==> config.mk <==
export PLATFORM = sky130hd
export DESIGN_NAME = fp_to_dec_seq
export DESIGN_NICKNAME = d
export VERILOG_FILES = /design/src/rtl/fp_to_dec_seq_pkg.sv /design/src/rtl/fp_to_dec_seq_fix_align.sv /design/src/rtl/fp_to_dec_seq.sv
export SDC_FILE = /design/constraint.sdc
export NUM_CORES = 1
export LEC_CHECK = 0
export BUFFER_PORTS_ARGS = -buffer_cell sky130_fd_sc_hd__clkbuf_2
export CAP_MARGIN = 20
export CORE_MARGIN = 2
export CORE_UTILIZATION = 24
export DETAILED_ROUTE_END_ITERATION = 8
export GPL_TIMING_DRIVEN = 0
export HOLD_SLACK_MARGIN = 0.05
export PLACE_DENSITY = 0.37
export SLEW_MARGIN = 20
export SYNTH_ARGS = -nofsm -noshare
export SYNTH_HDL_FRONTEND = slang
export SYNTH_HIERARCHICAL = 1
export SYNTH_SLANG_ARGS = --single-unit
export TNS_END_PERCENT = 100
==> constraint.sdc <==
create_clock -name CLK -period 5.2 [get_ports CLK]
set_clock_uncertainty 0.05 [all_clocks]
set_input_delay 1.56 -clock CLK [delete_from_list [all_inputs] [get_ports CLK]]
set_output_delay 1.56 -clock CLK [all_outputs]
set_load 0.005 [all_outputs]
==> src/rtl/fp_to_dec_seq_pkg.sv <==
// Shared definitions for the float-to-decimal converter: IEEE-754 field
// constants, FSM state encodings, BCD nibble width and the double-dabble
// nibble correction helper.
package fp_to_dec_seq_pkg;

    localparam int          EXP_W       = 8;
    localparam int          MAN_W       = 23;
    localparam int          BIAS        = 127;
    localparam logic [7:0]  EXP_SPECIAL = 8'hFF;
    localparam int          BCD_W       = 4;

    localparam logic [2:0]  ST_IDLE  = 3'd0;
    localparam logic [2:0]  ST_ALIGN = 3'd1;
    localparam logic [2:0]  ST_INT   = 3'd2;
    localparam logic [2:0]  ST_FRAC  = 3'd3;
    localparam logic [2:0]  ST_DONE  = 3'd4;

    // Add 3 to any nibble that would become >= 10 after the next doubling.
    function automatic logic [BCD_W-1:0] dd_adjust(input logic [BCD_W-1:0] n);
        return (n >= 4'd5) ? n + 4'd3 : n;
    endfunction

endpackage

==> src/rtl/fp_to_dec_seq_fix_align.sv <==
// Combinational decode of an IEEE-754 single: flags and alignment of the
// significand into an INT_BITS.FRAC_BITS fixed-point word (right-shifted bits dropped).
// Ports: data_i (raw float) -> fix_o, is_zero_o, is_inf_o, is_nan_o, ovf_o.
module fp_fix_align
    import fp_to_dec_seq_pkg::*;
#(
    parameter int INT_BITS  = 16,
    parameter int FRAC_BITS = 24
) (
    input  logic [31:0]                   data_i,
    output logic [INT_BITS+FRAC_BITS-1:0] fix_o,
    output logic                          is_zero_o,
    output logic                          is_inf_o,
    output logic                          is_nan_o,
    output logic                          ovf_o
);
    localparam int W  = INT_BITS + FRAC_BITS;
    localparam int XW = W + MAN_W + 1;   // room for the full significand before truncation

    logic [EXP_W-1:0] exp_f;
    logic [MAN_W-1:0] man_f;
    logic [MAN_W:0]   m;
    logic [XW-1:0]    mx;
    logic [XW-1:0]    fix_w;
    int               e;
    int               sh;

    assign exp_f = data_i[30:23];
    assign man_f = data_i[22:0];

    always_comb begin
        // Subnormals share the minimum normal exponent but have no hidden bit.
        e     = (exp_f == '0) ? (1 - BIAS) : (int'(exp_f) - BIAS);
        m     = {(exp_f != '0), man_f};
        sh    = e - MAN_W + FRAC_BITS;
        mx    = XW'(m);
        fix_w = '0;
        if (sh >= 0) begin
            fix_w = mx << sh;
        end else begin
            fix_w = mx >> (-sh);
        end
        fix_o     = fix_w[W-1:0];
        is_zero_o = (exp_f == '0) && (man_f == '0);
        is_inf_o  = (exp_f == EXP_SPECIAL) && (man_f == '0);
        is_nan_o  = (exp_f == EXP_SPECIAL) && (man_f != '0);
        ovf_o     = (exp_f != EXP_SPECIAL) && (e >= INT_BITS);
    end

endmodule

==> src/rtl/fp_to_dec_seq.sv <==
// Sequential IEEE-754 single to decimal converter: align, double-dabble integer
// part one bit per cycle, x10 fraction digits one per cycle, valid/ready both sides.
// Ports: CLK/RST (async low), in_valid/in_ready/in_data, out_valid/out_ready, sign, BCD, flags.
module fp_to_dec_seq
    import fp_to_dec_seq_pkg::*;
#(
    parameter int INT_BITS    = 16,
    parameter int FRAC_BITS   = 24,
    parameter int INT_DIGITS  = 5,
    parameter int FRAC_DIGITS = 6
) (
    input  logic                     CLK,
    input  logic                     RST,
    input  logic                     in_valid,
    output logic                     in_ready,
    input  logic [31:0]              in_data,
    output logic                     out_valid,
    input  logic                     out_ready,
    output logic                     sign,
    output logic [4*INT_DIGITS-1:0]  int_bcd,
    output logic [4*FRAC_DIGITS-1:0] frac_bcd,
    output logic                     is_zero,
    output logic                     is_inf,
    output logic                     is_nan,
    output logic                     ovf
);
    localparam int W     = INT_BITS + FRAC_BITS;
    localparam int CMAX  = (INT_BITS > FRAC_DIGITS) ? INT_BITS : FRAC_DIGITS;
    localparam int CW    = $clog2(CMAX + 1);
    localparam int IBW   = BCD_W * INT_DIGITS;
    localparam int FBW   = BCD_W * FRAC_DIGITS;

    logic [2:0]           state_q, state_d;
    logic [CW-1:0]        cnt_q, cnt_d;
    logic [31:0]          data_q, data_d;
    logic [INT_BITS-1:0]  ival_q, ival_d;
    logic [FRAC_BITS-1:0] fval_q, fval_d;
    logic [IBW-1:0]       ibcd_q, ibcd_d;
    logic [FBW-1:0]       fbcd_q, fbcd_d;
    logic                 sign_q, sign_d;
    logic                 zero_q, zero_d;
    logic                 inf_q, inf_d;
    logic                 nan_q, nan_d;
    logic                 ovf_q, ovf_d;

    logic [W-1:0]         fix;
    logic                 a_zero, a_inf, a_nan, a_ovf;
    logic [IBW-1:0]       adj;
    logic [FRAC_BITS+3:0] p;

    fp_fix_align #(
        .INT_BITS  (INT_BITS),
        .FRAC_BITS (FRAC_BITS)
    ) u_align (
        .data_i    (data_q),
        .fix_o     (fix),
        .is_zero_o (a_zero),
        .is_inf_o  (a_inf),
        .is_nan_o  (a_nan),
        .ovf_o     (a_ovf)
    );

    always_comb begin
        adj = '0;
        for (int i = 0; i < INT_DIGITS; i++) begin
            adj[BCD_W*i +: BCD_W] = dd_adjust(ibcd_q[BCD_W*i +: BCD_W]);
        end
        p = ({4'b0000, fval_q} << 3) + ({4'b0000, fval_q} << 1);
    end

    always_comb begin
        state_d = state_q;
        cnt_d   = cnt_q;
        data_d  = data_q;
        ival_d  = ival_q;
        fval_d  = fval_q;
        ibcd_d  = ibcd_q;
        fbcd_d  = fbcd_q;
        sign_d  = sign_q;
        zero_d  = zero_q;
        inf_d   = inf_q;
        nan_d   = nan_q;
        ovf_d   = ovf_q;
        case (state_q)
            ST_IDLE: begin
                if (in_valid) begin
                    data_d  = in_data;
                    state_d = ST_ALIGN;
                end
            end
            ST_ALIGN: begin
                sign_d = data_q[31];
                zero_d = a_zero;
                inf_d  = a_inf;
                nan_d  = a_nan;
                ovf_d  = a_ovf;
                ibcd_d = '0;
                fbcd_d = '0;
                if (a_inf || a_nan || a_ovf) begin
                    // Specials bypass the integer loop but take one zero-valued
                    // fraction step, so their result lands two edges after accept.
                    ival_d  = '0;
                    fval_d  = '0;
                    cnt_d   = '0;
                    state_d = ST_FRAC;
                end else begin
                    ival_d  = fix[W-1:FRAC_BITS];
                    fval_d  = fix[FRAC_BITS-1:0];
                    cnt_d   = CW'(INT_BITS - 1);
                    state_d = ST_INT;
                end
            end
            ST_INT: begin
                ibcd_d = {adj[IBW-2:0], ival_q[INT_BITS-1]};
                ival_d = ival_q << 1;
                if (cnt_q == '0) begin
                    cnt_d   = CW'(FRAC_DIGITS - 1);
                    state_d = ST_FRAC;
                end else begin
                    cnt_d = cnt_q - 1'b1;
                end
            end
            ST_FRAC: begin
                fbcd_d        = fbcd_q << BCD_W;
                fbcd_d[3:0]   = p[FRAC_BITS+3:FRAC_BITS];
                fval_d        = p[FRAC_BITS-1:0];
                if (cnt_q == '0) begin
                    state_d = ST_DONE;
                end else begin
                    cnt_d = cnt_q - 1'b1;
                end
            end
            ST_DONE: begin
                if (out_ready) begin
                    state_d = ST_IDLE;
                end
            end
            default: state_d = ST_IDLE;
        endcase
    end

    always_ff @(posedge CLK or negedge RST) begin
        if (!RST) begin
            state_q <= ST_IDLE;
            cnt_q   <= '0;
            data_q  <= '0;
            ival_q  <= '0;
            fval_q  <= '0;
            ibcd_q  <= '0;
            fbcd_q  <= '0;
            sign_q  <= 1'b0;
            zero_q  <= 1'b0;
            inf_q   <= 1'b0;
            nan_q   <= 1'b0;
            ovf_q   <= 1'b0;
        end else begin
            state_q <= state_d;
            cnt_q   <= cnt_d;
            data_q  <= data_d;
            ival_q  <= ival_d;
            fval_q  <= fval_d;
            ibcd_q  <= ibcd_d;
            fbcd_q  <= fbcd_d;
            sign_q  <= sign_d;
            zero_q  <= zero_d;
            inf_q   <= inf_d;
            nan_q   <= nan_d;
            ovf_q   <= ovf_d;
        end
    end

    assign in_ready  = (state_q == ST_IDLE);
    assign out_valid = (state_q == ST_DONE);
    assign sign      = sign_q;
    assign int_bcd   = ibcd_q;
    assign frac_bcd  = fbcd_q;
    assign is_zero   = zero_q;
    assign is_inf    = inf_q;
    assign is_nan    = nan_q;
    assign ovf       = ovf_q;

endmodule

==> summary.md <==
| Metric | Value |
|---|---|
| Status | `completed` |
| Drt first-iter violations | `755` |
| Largest net degree at the start of global routing | `78` |
| CORE AREA | `0.04656 mm2` |
| GRT Overall Usage | `0.1749` |
| Longest Clk Path Bufs | `2` |
| Synth Area in XOR/XNOR | `0.03774` |
| Fraction of layout cells with a size suffix above 1 | `0.2043` |
| Commonest non-fill, non-tap cells in the layout | `nand2_1, dfrtp_1, a21oi_1` |
| Root Driver | `clkbuf_16` |
| Vias in the first global route | `11070` |
| Final Net Count | `1654` |
| Post-synthesis cell area | `0.01134 mm2` |
| Grt met2 use | `0.2747` |
| Commonest non-fill, non-tap cell in the layout | `nand2_1` |
| Req. time, crit path | `5.54 ns` |
| Slew headroom | `0.2936` |
| Post-Synthesis Cells | `1437` |
| Final hold violations | `0` |
| Startpoint types | `flop` |
| Post-synth EDFFs | `0` |
| CP Class | `reg2reg` |
| I/O pin count | `87` |
| Vias per cell | `5.132` |
| 1st-pass router iterations | `5` |
| Seq/Total Area, Yosys | `0.2847` |
| Met3 Usage GRT | `0.03798` |
| Setup crit end kind | `flop` |
| CP Data Arrival Time | `5.38 ns` |
| GPL Wtd Cong | `0.9202` |
| Final period util | `0.9700` |
| First-pass GRT wire length | `66890 um` |
| Final setup fails | `0` |
| Mux cell area share after synthesis | `0.09986` |
| Fin. max-slew vios | `0` |
| Synth Flop Type | `dfrtp_1` |
| Synth Area in Simple Gates | `0.2506` |
| Initial core utilization | `0.2436` |
| FFs w/ async S/R, synth | `1.000` |
| Number of diodes | `0` |
| Num CTS Buffers | `17` |
| Post-DRT Antenna Nets | `0` |
| RSZ-0062 raised after global routing | `yes` |
| DR vias | `11250` |
| DRC | `0` |
| Net Count, Synth | `1518` |
| Post-synthesis compound-gate area fraction | `0.2294` |
| Die ar. | `0.04900 mm2` |
| Die height | `221.4 um` |
| Slew @ Worst Pin | `1.052 ns` |
| Initial antenna violation count | `0` |
| GR peak layer | `met2` |
| H-tree depth | `4` |
| Reg clk slew, reported paths | `0.06 ns` |
| DR WL/cell | `19.55 um` |
| #FFs+latches synth | `129` |
| Netlist cell types | `90` |
| Rows | `79` |
| Main combinational cell family by area after synthesis | `simple AND/OR/NAND/NOR gates` |
| Post-Route WL | `42870 um` |
| Layout overhead on the synthesized area | `23.01%` |
| Maxcap violations | `0` |
| Adder-Cell Fraction of Synth Area | `0.05031` |
| Syn avg cell area | `7.891 um2` |
| Hold crit path type | `reg2reg` |
| Yosys warnings | `6` |
| TritonCTS Sinks | `129` |
| Worst-Skew Late Latency | `0.48 ns` |
| DP HPWL | `32510 um` |
| Die W | `221.4 um` |
| Minimum clock period | `5.044 ns` |
| Worst hold slack | `0.4141 ns` |
| GRT overflow | `0` |
| CTS tree | `done` |
| Met1 global-route usage | `0.2398` |
| Hold_buf cts | `0` |
| Peak Freq | `0.1983 GHz` |
| Buffers on Ports | `86` |
| Crit Path Max Fanout | `10` |
[worst max-delay path: stages, from the launching register on]
cell and delay, ns:
dfrtp_2 0.42, buf_4 0.15, ha_4 0.18, xnor2_4 0.15, a211oi_4 0.29, o221ai_4 0.18, buf_4 0.18, or3b_2 0.50
ha_4 0.31, inv_1 0.06, nor3_4 0.27, and2_1 0.18, o21ai_0 0.08, o21ai_0 0.08, a31oi_1 0.06, o221a_1 0.27
nor4_2 0.33, o211ai_4 0.20, buf_6 0.21, o31ai_2 0.28, and3_1 0.24, a21oi_1 0.06, o21ai_0 0.18
[cells in the mapped netlist (23+ instances only)]
library cell / n / area [um2]
clkbuf_1: 55 / 206.5
a21oi_1: 109 / 545.5
buf_2: 23 / 115.1
o21ai_0: 69 / 345.3
a31oi_1: 29 / 181.4
nand2_1: 250 / 938.4
dfrtp_1: 129 / 3228
nor2_1: 99 / 371.6
and3_1: 40 / 250.2
ha_1: 44 / 550.5
mux2i_1: 67 / 670.6
nor3_1: 39 / 195.2
inv_1: 31 / 116.4
xnor2_1: 29 / 254.0
nand3_1: 70 / 350.3
mux2_2: 41 / 461.7
[stage by stage]
step	instances	setup slack (ns)	cell area (um2)	util	TNS [ns]
after floorplan	1437	0.005492	11380	-	0
after global placement	2130	-1.740	12570	0.2699	-56.75
after detailed placement	2131	-1.601	12600	0.2707	-52.21
after CTS	2184	0.002870	13670	0.2935	0
after global routing	2193	-0.01159	13950	0.2996	-0.01159
final	2193	0.1562	13950	0.2996	0
[flip-flops by register name (all words and copies together), names as in the netlist]
register,flops
sign,1
frac_bcd,24
cnt_q,5
state_q,3
is_zero,1
fval_q,24
int_bcd,20
is_inf,1
data_q,32
ival_q,16
ovf,1
is_nan,1
[area by class of cell]
type | instances | area [um2]
Buffer | 91 | 462.9
Clock buffer | 17 | 425.4
Clock inverter | 15 | 193.9
Fill cell | 5041 | 32610
Inverter | 32 | 120.1
Multi-Input combinational cell | 1184 | 8049
Sequential cell | 129 | 3231
Tap cell | 607 | 759.5
Timing Repair Buffer | 118 | 706.9
[metal layers]
metal | vias up | wire (um)
met5 | - | 0
met4 | 0 | 895
met3 | 45 | 1679
met2 | 231 | 19710
met1 | 5464 | 20580
li1 | 5514 | -
[final timing paths]
kind / endpoint / cells after the start / slack (ns) / from
max: fval_q[7] / 22 / 0.16 / data_q[23]
min: ival_q[11] / 2 / 0.41 / ival_q[10]
max reg2reg: fval_q[7] / 22 / 0.16 / data_q[23]
min reg2reg: ival_q[11] / 2 / 0.41 / ival_q[10]
max in group asynchronous: fval_q[17] / 2 / 3.28 / RST
min in group asynchronous: data_q[0] / 1 / 1.01 / RST
[repair_timing]
action	4_1_cts	5_1_grt
pin swaps	18	15
setup endpoints to repair	40	40
buffers inserted	22	9
resized for setup	55	42
[cell families (layout without fill, tap and decap cells)]
group,Yosys count,in the layout
AO/OA/AOI/OAI,382,382
XOR/XNOR,48,48
adder cells (fa/ha/maj),45,45
buffers and inverters,124,273
flip-flops,129,129
multiplexers,108,108
AND/OR/NAND/NOR,601,601
Power is left out: the tool's default activity adds up to more than one toggle a clock period on the data nets, which glitch-free logic cannot reach.
